**src/rtl/i2s_decoder_pkg.sv**
```systemverilog
// i2s_decoder_pkg: shared I2S channel codes and default sample width
package i2s_decoder_pkg;
  localparam int DEF_SAMPLE_BITS = 16;
  localparam logic I2S_CH_LEFT = 1'b0;
  localparam logic I2S_CH_RIGHT = 1'b1;
endpackage

```
**src/rtl/i2s_decoder_if.sv**
```systemverilog
// i2s_decoder_if: I2S pins toward the receiver plus the recovered PCM pair
interface i2s_decoder_if import i2s_decoder_pkg::*; #(parameter int SAMPLE_BITS = DEF_SAMPLE_BITS);
  logic lrclk_i, bclk_i, dacdat_i;
  logic [SAMPLE_BITS-1:0] l_chan_o, r_chan_o;
  logic valid_o, err_o;
  modport master (output lrclk_i, bclk_i, dacdat_i, input l_chan_o, r_chan_o, valid_o, err_o);
  modport slave (input lrclk_i, bclk_i, dacdat_i, output l_chan_o, r_chan_o, valid_o, err_o);
endinterface

```
**src/rtl/cdc_sync2.sv**
```systemverilog
// cdc_sync2: two-flop synchronizer for a single asynchronous level
module cdc_sync2 (
  input  logic clk,
  input  logic rst,
  input  logic d,
  output logic q
);
  logic m;
  // shift the async input through two flops to settle metastability
  always_ff @(posedge clk or posedge rst)
    if (rst) {q, m} <= 2'b00;
    else {q, m} <= {m, d};
endmodule

```
**src/rtl/i2s_decoder.sv**
```systemverilog
// i2s_decoder: slave I2S receiver recovering 16-bit stereo PCM from oversampled pins
module i2s_decoder import i2s_decoder_pkg::*; #(parameter int SAMPLE_BITS = DEF_SAMPLE_BITS) (
  input logic clk,
  input logic rst,
  i2s_decoder_if.slave bus
);
  localparam int CW = $clog2(SAMPLE_BITS + 1);
  logic lr_s, bclk_s, dat_s, bclk_prev;
  logic [1:0] ev_p, lr_p, dat_p;
  logic lr_prev, armed, hold_ok;
  logic [SAMPLE_BITS-1:0] shift, hold;
  logic [CW-1:0] cnt;
  logic full;
  assign full = cnt == CW'(SAMPLE_BITS);
  cdc_sync2 u_lr (.clk(clk), .rst(rst), .d(bus.lrclk_i), .q(lr_s));
  cdc_sync2 u_bclk (.clk(clk), .rst(rst), .d(bus.bclk_i), .q(bclk_s));
  cdc_sync2 u_dat (.clk(clk), .rst(rst), .d(bus.dacdat_i), .q(dat_s));
  // detect bclk rises and carry lrck/data alongside them so all three stay aligned
  always_ff @(posedge clk or posedge rst)
    if (rst) {bclk_prev, ev_p, lr_p, dat_p} <= '0;
    else begin
      bclk_prev <= bclk_s;
      ev_p <= {ev_p[0], bclk_s & ~bclk_prev};
      lr_p <= {lr_p[0], lr_s};
      dat_p <= {dat_p[0], dat_s};
    end
  // framing on each bit event: delay slot finishes the old word, otherwise shift until saturated
  always_ff @(posedge clk or posedge rst)
    if (rst) begin
      {lr_prev, armed, hold_ok, shift, hold, cnt} <= '0;
      {bus.l_chan_o, bus.r_chan_o, bus.valid_o, bus.err_o} <= '0;
    end else begin
      bus.valid_o <= 1'b0;
      bus.err_o <= 1'b0;
      if (ev_p[1]) begin
        if (lr_p[1] != lr_prev) begin
          lr_prev <= lr_p[1];
          cnt <= '0;
          if (!armed) armed <= lr_prev == I2S_CH_RIGHT;
          else if (!full) begin
            bus.err_o <= 1'b1;
            hold_ok <= 1'b0;
          end else if (lr_prev == I2S_CH_LEFT) begin
            hold <= shift;
            hold_ok <= 1'b1;
          end else begin
            hold_ok <= 1'b0;
            if (hold_ok) begin
              bus.l_chan_o <= hold;
              bus.r_chan_o <= shift;
              bus.valid_o <= 1'b1;
            end
          end
        end else if (!full) begin
          shift <= {shift[SAMPLE_BITS-2:0], dat_p[1]};
          cnt <= cnt + 1'b1;
        end
      end
    end
endmodule

```
**src/flat_wrapper.sv**
```systemverilog
// flat-port wrapper written by rule: the top's interface ports become plain ports
module i2s_decoder_flat import i2s_decoder_pkg::*;
#(parameter int SAMPLE_BITS = DEF_SAMPLE_BITS)
  (clk, rst, bus_lrclk_i, bus_bclk_i, bus_dacdat_i, bus_l_chan_o, bus_r_chan_o, bus_valid_o, bus_err_o);
  i2s_decoder_if #(.SAMPLE_BITS(SAMPLE_BITS)) bus_i ();
  input logic clk;
  input logic rst;
  input wire logic [$bits(bus_i.lrclk_i)-1:0] bus_lrclk_i;
  input wire logic [$bits(bus_i.bclk_i)-1:0] bus_bclk_i;
  input wire logic [$bits(bus_i.dacdat_i)-1:0] bus_dacdat_i;
  output wire logic [$bits(bus_i.l_chan_o)-1:0] bus_l_chan_o;
  output wire logic [$bits(bus_i.r_chan_o)-1:0] bus_r_chan_o;
  output wire logic [$bits(bus_i.valid_o)-1:0] bus_valid_o;
  output wire logic [$bits(bus_i.err_o)-1:0] bus_err_o;
  assign bus_i.lrclk_i = bus_lrclk_i;
  assign bus_i.bclk_i = bus_bclk_i;
  assign bus_i.dacdat_i = bus_dacdat_i;
  assign bus_l_chan_o = bus_i.l_chan_o;
  assign bus_r_chan_o = bus_i.r_chan_o;
  assign bus_valid_o = bus_i.valid_o;
  assign bus_err_o = bus_i.err_o;
  i2s_decoder #(.SAMPLE_BITS(SAMPLE_BITS)) u_core (.clk(clk), .rst(rst), .bus(bus_i));
endmodule
```
**config.mk**
```make
export PLATFORM = sky130hd
export DESIGN_NAME = i2s_decoder_flat
export DESIGN_NICKNAME = d
export VERILOG_FILES = /design/src/rtl/i2s_decoder_pkg.sv /design/src/rtl/i2s_decoder_if.sv /design/src/rtl/cdc_sync2.sv /design/src/rtl/i2s_decoder.sv /design/src/flat_wrapper.sv
export SDC_FILE = /design/constraint.sdc
export NUM_CORES = 1
export LEC_CHECK = 0
export CAP_MARGIN = 5
export CORE_MARGIN = 2
export CORE_UTILIZATION = 40
export CTS_BUF_LIST = sky130_fd_sc_hd__clkbuf_2 sky130_fd_sc_hd__clkbuf_4 sky130_fd_sc_hd__clkbuf_8
export DETAILED_ROUTE_END_ITERATION = 8
export SYNTH_ARGS = -nofsm -noshare
export SYNTH_HDL_FRONTEND = slang
export SYNTH_HIERARCHICAL = 1
export SYNTH_SLANG_ARGS = --single-unit
```
**constraint.sdc**
```tcl
create_clock -name clk -period 6 [get_ports clk]
set_input_delay 0.6 -clock clk [delete_from_list [all_inputs] [get_ports clk]]
set_output_delay 0.6 -clock clk [all_outputs]
set_load 0.005 [all_outputs]
```
==> results of run 1 <==
cell usage after synthesis, drive strengths merged:
cell type / n / share of area [%]
xnor2: 1 / 0.50
ha: 2 / 0.77
a32o: 1 / 0.31
inv: 7 / 0.81
mux2: 65 / 23
o21bai: 1 / 0.23
xor2: 1 / 0.27
clkbuf: 2 / 0.23
o31ai: 1 / 0.23
nor2b: 2 / 0.38
nor4: 2 / 1.3
nor4bb: 1 / 0.31
o21ai: 3 / 0.46
a21boi: 1 / 0.23
nand3: 1 / 0.15
and3: 2 / 0.38
mux2i: 1 / 0.31
nor3: 1 / 0.15
dfrtp: 87 / 67
buf: 6 / 1.4
nand2: 3 / 0.35
nand4bb: 1 / 0.35
nand2b: 3 / 0.58
o2bb2ai: 2 / 0.54
o22ai: 1 / 0.19
state kept, by name, summed over array words and instances (netlist names), 2 cells and up:
name / cells
u_core/bus.l_chan_o: 16
u_core/hold: 16
u_core/cnt: 5
u_core/bus.r_chan_o: 16
u_core/dat_p: 2
u_core/ev_p: 2
u_core/shift: 16
u_core/lr_p: 2
worst max-delay path by stage:
stage	from	to	slack, ns	cells after the start
after floorplan	rst	u_core/armed	3.32	1
after global placement	u_core/cnt[0]	u_core/bus.l_chan_o[0]	3.43	6
after detailed placement	u_core/cnt[0]	u_core/bus.r_chan_o[9]	3.35	6
after CTS	u_core/cnt[0]	u_core/bus.l_chan_o[1]	3.37	6
after global routing	u_core/cnt[0]	u_core/bus.r_chan_o[14]	3.19	6
final	u_core/cnt[0]	u_core/bus.l_chan_o[1]	3.43	6
through the flow:
stage	power [mW]	std cells	utilization [%]	setup slack [ns]
floorplan	0.729	198	-	3.32
global placement	0.755	333	47.7	3.43
detailed placement	0.757	333	47.7	3.35
CTS	1.14	349	50.1	3.37
global route	1.18	349	50.1	3.19
finish	1.12	349	50.1	3.43
power breakdown:
part / total (mW) / switching (mW) / internal, mW
combinational: 0.0780 / 0.0360 / 0.0419
clock: 0.377 / 0.207 / 0.170
sequential: 0.666 / 0.0396 / 0.626
kinds of logic after synthesis:
group / Yosys count / synth area share [%]
flip-flops: 87 / 67.0
multiplexers: 66 / 22.8
AND/OR/NAND/NOR: 16 / 3.97
buffers and inverters: 15 / 2.46
AO/OA/AOI/OAI: 10 / 2.20
XOR/XNOR: 2 / 0.770
adder cells (fa/ha/maj): 2 / 0.770
final cells by class:
type                    count  area (um^2)  area share, %
flip-flops and latches     87         2180           55.6
multi-input cells          96          992           25.3
repair buffers             41          403           10.3
clock inverters             5         42.5           1.09
well taps                 102          128           3.26
clock buffers              11          145           3.71
inverters                   7         27.5          0.703
metal layers:
layer	vias to the layer above	part of all wire, %	global-route usage (%)
met1	863	50	18.0
met5	-	0	0
met4	0	2.3	7.25
met2	38	44	18.8
met3	10	3.9	2.81
li1	783	-	-
critical path: stages, from the launching register on:
cell and delay, ns:
sky130_fd_sc_hd__dfrtp_1 0.40, sky130_fd_sc_hd__inv_1 0.09, sky130_fd_sc_hd__ha_1 0.16, sky130_fd_sc_hd__nand4bb_1 0.24
sky130_fd_sc_hd__nor4_4 0.79, sky130_fd_sc_hd__buf_4 0.41, sky130_fd_sc_hd__mux2_2 0.37
==> results, run 1 <==
- The run finished with clean final reports.
- The CTS root buffer is sky130_fd_sc_hd__clkbuf_8.
- The worst setup path is of the flip-flop to flip-flop kind.
- Timing would allow up to 0.389 GHz.
- The fraction of the yosys area taken by sequential cells is 67.0%.
- The pin count of the biggest net entering global routing is 82.
- For this run, the total global-route usage over all layers was measured as 12.9%.
- The die is 94.1 um tall.
- The detail-routed via count per cell is 4.85.
- The H-tree was split into 3 levels.
- In the layout the commonest cells are sky130_fd_sc_hd__dfrtp_1 (87), sky130_fd_sc_hd__mux2_2 (63), sky130_fd_sc_hd__clkdlybuf4s50_1 (38), sky130_fd_sc_hd__clkbuf_8 (10), sky130_fd_sc_hd__inv_1 (6).
- Counting distinct cell types in the post-synthesis netlist gives 28.
- Row generation in the floorplan step produced 32 rows.
- Once placement finished, the instance area stood at 3730 um^2.
- Summed over all failing endpoints, the final setup total negative slack is 0 ns.
- Data on the critical path arrives at its endpoint at 2.80 ns.
- The final-report hold violation count is 0.
- The mean cell area of the mapped netlist is 16.4 um^2.
- For this design the top-level I/O count stands at 39.
- Cells with a size suffix above 1 make up 34.8% of the layout.
- Summing every instance area after synthesis gives 3250 um^2.
- The finished layout cell area is 3920 um^2.
- Summed over all cells, the static leakage comes to 1.87 nW.
- The share of the cycle needed by the critical path after routing is 42.8%.
- The tightest hold path in the finished design has a slack of 0.353 ns.
- Across the VDD grid, the largest voltage drop is 0.128 mV.
- The clock net in this run drives a total of 87 sinks.
- The tightest min-delay check is of the flip-flop to flip-flop type.
- For this configuration, the core starts out at a cell density of 41.6%.
- The number of fill cells is 698.
- The final-report setup violation count is 0.
- The leading cell type in the layout, fill and taps excluded is sky130_fd_sc_hd__dfrtp_1.
- The post-synthesis net count is 205.
- The quantity of hold-fixing buffers added after cts is 0.
- The violation count after the first detailed-routing iteration is 50.
- The congestion estimate from routability-driven global placement came to 0.739.
- The cell count after synthesis came out at 198.
- Across the run, the number of max-cap violations was 0.
- The final routed wirelength across all metal layers is 4950 um.
- The number of antenna cells inserted is 0.
- The final worst clock skew is 0.0132 ns.
- The startpoint identified for the worst hold timing path is u_core/ev_p[0].
- The setup slack of the most critical reg-to-reg path is 3.43 ns.
- The worst hold path passes through 0 cells.
- Counting the buffers created by CTS gives 9.
- After synthesis the netlist holds a flip-flop and latch count of 87.
- The number of global-route vias before repair came to 1,782.
- STA classifies the critical path startpoint as a flip-flop.
- In the routed design, unresolved DRC markers number 0.
- Clock latency on the worst-skew pair, taken at its later pin, is 0.35 ns.
- The worst reg2reg path depth is 6.
- The clock tree from TritonCTS is done.
- The worst path in the final design needs a cycle of 2.57 ns, including I/O delays and setup.
- For this run, the number of Yosys warnings is 6.
- The final number of max-transition violations came to 0.
- The number of buffers on the longest clock path is 2.
- Dividing total power by cell area gives a power density of 286 nW/um^2.
- The initial antenna violation count is 0.
- The overall die width is 94.1 um.
- The first TritonRoute pass finished after 4 iterations.
- The global route total overflow is 0.
- The terminus of the critical flop-to-flop path is u_core/bus.l_chan_o[1].
- The type of element capturing the critical path is a flip-flop.
- The net count of the finished layout is 249.
- For the pin with the worst max-slew slack, the measured transition is 1.02 ns.
- Setup repair after global routing left no endpoint under its margin.
- The clock-pin slew reported for the worst setup and hold paths after clock tree synthesis is 0.09 ns.
- The core area is 7810 um^2.
- The hold-critical path endpoint is u_core/ev_p[1].
- The routed wirelength normalized by instance count is 14.2 um.
- The post-CTS resize count is 0.
- The number of port buffers is 38.
- The die covers 8860 um^2.
- The total vias in the final route is 1,694.
- The first global-routing pass estimated 8690 um of wire.
- The worst register-to-register path begins at u_core/cnt[0].
- The worst endpoint required time is 6.23 ns.
- Summed over all nets, the half-perimeter wirelength after detailed placement is 3120 um.
- The biggest fanout along the worst timing path is 19.
- The relative slew slack is 32.3%.
- In this run the post-CTS setup repair buffer count came out at 0.
- The post-detailed-route count of antenna-violating nets is 0.
- The area growth from synthesis to layout is 20.5%.
(Power assumes the default switching activity.)
==> run 2: changes to the inputs <==
==> constraint.sdc (replaced) <==
create_clock -name clk -period 2.17 [get_ports clk]
set_input_delay 0.217 -clock clk [delete_from_list [all_inputs] [get_ports clk]]
set_output_delay 0.217 -clock clk [all_outputs]
set_load 0.005 [all_outputs]
==> results, run 2 (synthesis gave the netlist of run 1 again) <==
- In the routed layout, each cell is associated on average with a via count of 4.75.
- The post-layout instance count excluding filler cells is 353.
- After detailed placement, the design holds a cell count of 337.
- The starting utilization of the core area is 41.6%.
- The area added between synthesis and finish is 22.3%.
- The iteration count of the initial detailed-routing pass is 4.
- The core area is 7810 um^2.
- The H-tree generated during clock tree synthesis spans 3 levels.
- The clock-pin slew reported for the worst setup and hold paths after clock tree synthesis is 0.09 ns.
- The largest delay contributor family on the critical path is simple AND/OR/NAND/NOR gates.
- The worst endpoint required time is 2.40 ns.
- For this run, design rule violations remaining after detail routing come to 0.
- The met2 global-route usage is 17.0%.
- The number of fill cells is 677.
- In the finished design, the share of the clock period the worst path needs comes to 87.1%.
- The relative slew slack is 62.4%.
- The launching element type of the critical path is a flip-flop.
- The leakage power of the design is 1.90 nW.
- The CTS root buffer is sky130_fd_sc_hd__clkbuf_8.
- The quantity of hold-fixing buffers added after cts is 0.
- The initialized floorplan defines 32 standard-cell rows.
- Setup repair after global routing left no endpoint under its margin.
- The slowest cell on the critical path is sky130_fd_sc_hd__dfrtp_1.
- In this design, the stage delay of the slowest critical-path cell is 0.40 ns.
- In the global route stage, met1 resource usage came out at 17.8%.
- The first global-routing pass estimated 8130 um of wire.
- The total negative setup slack is 0 ns.
- The floorplan step set the die width to 94.1 um.
- The number of buffers added for setup after CTS is 0.
- After global routing, the most crowded layer is met1.
- The last weighted congestion value of the routability-driven placer is 0.691.
- The pin count of the biggest net entering global routing is 46.
- TritonCTS created 9 clock buffers.
- The first routing iteration left 38 violations.
- For this run, global-route usage on met3 was measured as 2.65%.
- The clock period could shrink to 1.89 ns.
- The routed wirelength normalized by instance count is 13.5 um.
- The maximum resistive drop on vdd is 0.386 mV.
- Summing all placed instances gives a cell area of 3770 um^2.
- The ratio of cells with drive above 1 in the final layout is 35.9%.
- The longest clock path from root to sink contains 2 buffers.
- Global routing used 12.3% of the available tracks.
- The final-report hold violation count was 0.
- The initial antenna violation count is 0.
- The critical path goes through inv_1 > ha_1 > nand4bb_1 > nor4_4 > buf_4 > mux2_2.
- At the pin with the least slew margin, the transition time is 0.564 ns.
- The final-report setup violation count is 0.
- The clock latency on the worst-skew pair is 0.34 ns.
- The top cell types in the final layout, fill and taps aside, are sky130_fd_sc_hd__dfrtp_1 (87), sky130_fd_sc_hd__mux2_2 (63), sky130_fd_sc_hd__clkdlybuf4s50_1 (38), sky130_fd_sc_hd__clkbuf_8 (9).
- The final number of max-transition violations came to 0.
- In this run the remaining antenna-violating nets after routing total 0.
- The total vias in the final route is 1,677.
- The cell area power density is 802 nW/um^2.
- The worst hold-check path type is input port to asynchronous set/reset pin.
- The global route total overflow is 0.
- The leading cell type in the layout, fill and taps excluded is sky130_fd_sc_hd__dfrtp_1.
- The number of clock sinks is 87.
- The number of antenna cells inserted is 0.
- The number of nets in the finished design is 253.
- Across the run, the number of max-cap violations was 0.
- The clock tree from TritonCTS is done.
- Wires add up to 4770 um.
- By startpoint and endpoint, the worst setup path is classified as flip-flop to flip-flop.
- The run finished with clean final reports.
- The die covers 8860 um^2.
- The finished layout cell area is 3980 um^2.
- During placement, the flow inserted port buffers numbering 38.
- The final worst clock skew is 0.00856 ns.
- The biggest fanout along the worst timing path is 17.
- The critical path arrival is 2.12 ns.
- After clock tree synthesis, the repair step resized 0 gates.
- The worst path buffer plus inverter count is 2.
- The upper clock frequency limit is 0.529 GHz.
- The HPWL after detailed placement is 3110 um.
- The number of global-route vias before repair is 1,633.
- The worst setup path is captured at a flip-flop.
- The number of top-level pins is 39.
- The die is 94.1 um tall.
run 2: cell count changes in the layout (fill, tap and decap cells not counted), sizes merged:
cell	change
buf	+4
bufinv	+1
clkbuf	-2
clkinv	+1
clkinvlp	-2
inv	+2
run 2: per-layer routing:
layer	vias up	wire, um	part of all wire (%)
li1	792	-	-
met1	846	2380	50
met4	0	70	1.5
met2	34	2130	45
met3	5	184	3.9
met5	-	0	0
run 2: layout make-up:
cell class | instances | area [um^2] | area share (%)
flip-flops and latches | 87 | 2180 | 54.8
well taps | 102 | 128 | 3.21
clock buffers | 9 | 124 | 3.12
multi-input cells | 96 | 992 | 25.0
clock inverters | 7 | 78.8 | 1.98
inverters | 7 | 30.0 | 0.755
repair buffers | 45 | 445 | 11.2
run 2: final timing paths:
check	start	depth (start not counted)	endpoint	slack [ns]
worst max-delay path	u_core/cnt[0]	6	u_core/bus.r_chan_o[11]	0.28
worst min-delay path	rst	2	u_core/u_dat/m	0.14
worst max register to register	u_core/cnt[0]	6	u_core/bus.r_chan_o[11]	0.28
worst min register to register	u_core/u_dat/q	0	u_core/dat_p[0]	0.35
max in group asynchronous	rst	3	u_core/hold[13]	1.31
min in group clk	bus_bclk_i	1	u_core/u_bclk/m	0.30
run 2: power breakdown:
group / leakage (nW) / switching, mW / internal [mW]
combinational: 0.632 / 0.101 / 0.120
sequential: 1.17 / 0.103 / 1.73
clock: 0.105 / 0.588 / 0.546
total: 1.90 / 0.791 / 2.40
run 2: through the flow:
step | total power, mW | hold WS [ns] | worst slack (ns) | utilization, %
3_5_place_dp | 2.09 | 0.335 | 0.269 | 48.3
2_1_floorplan | 2.01 | -0.0418 | 0.289 | -
6_report | 3.19 | 0.142 | 0.280 | 50.9
3_3_place_gp | 2.09 | 0.332 | 0.289 | 48.3
5_1_grt | 3.36 | 0.134 | 0.0875 | 50.9
4_1_cts | 3.24 | 0.126 | 0.251 | 50.9
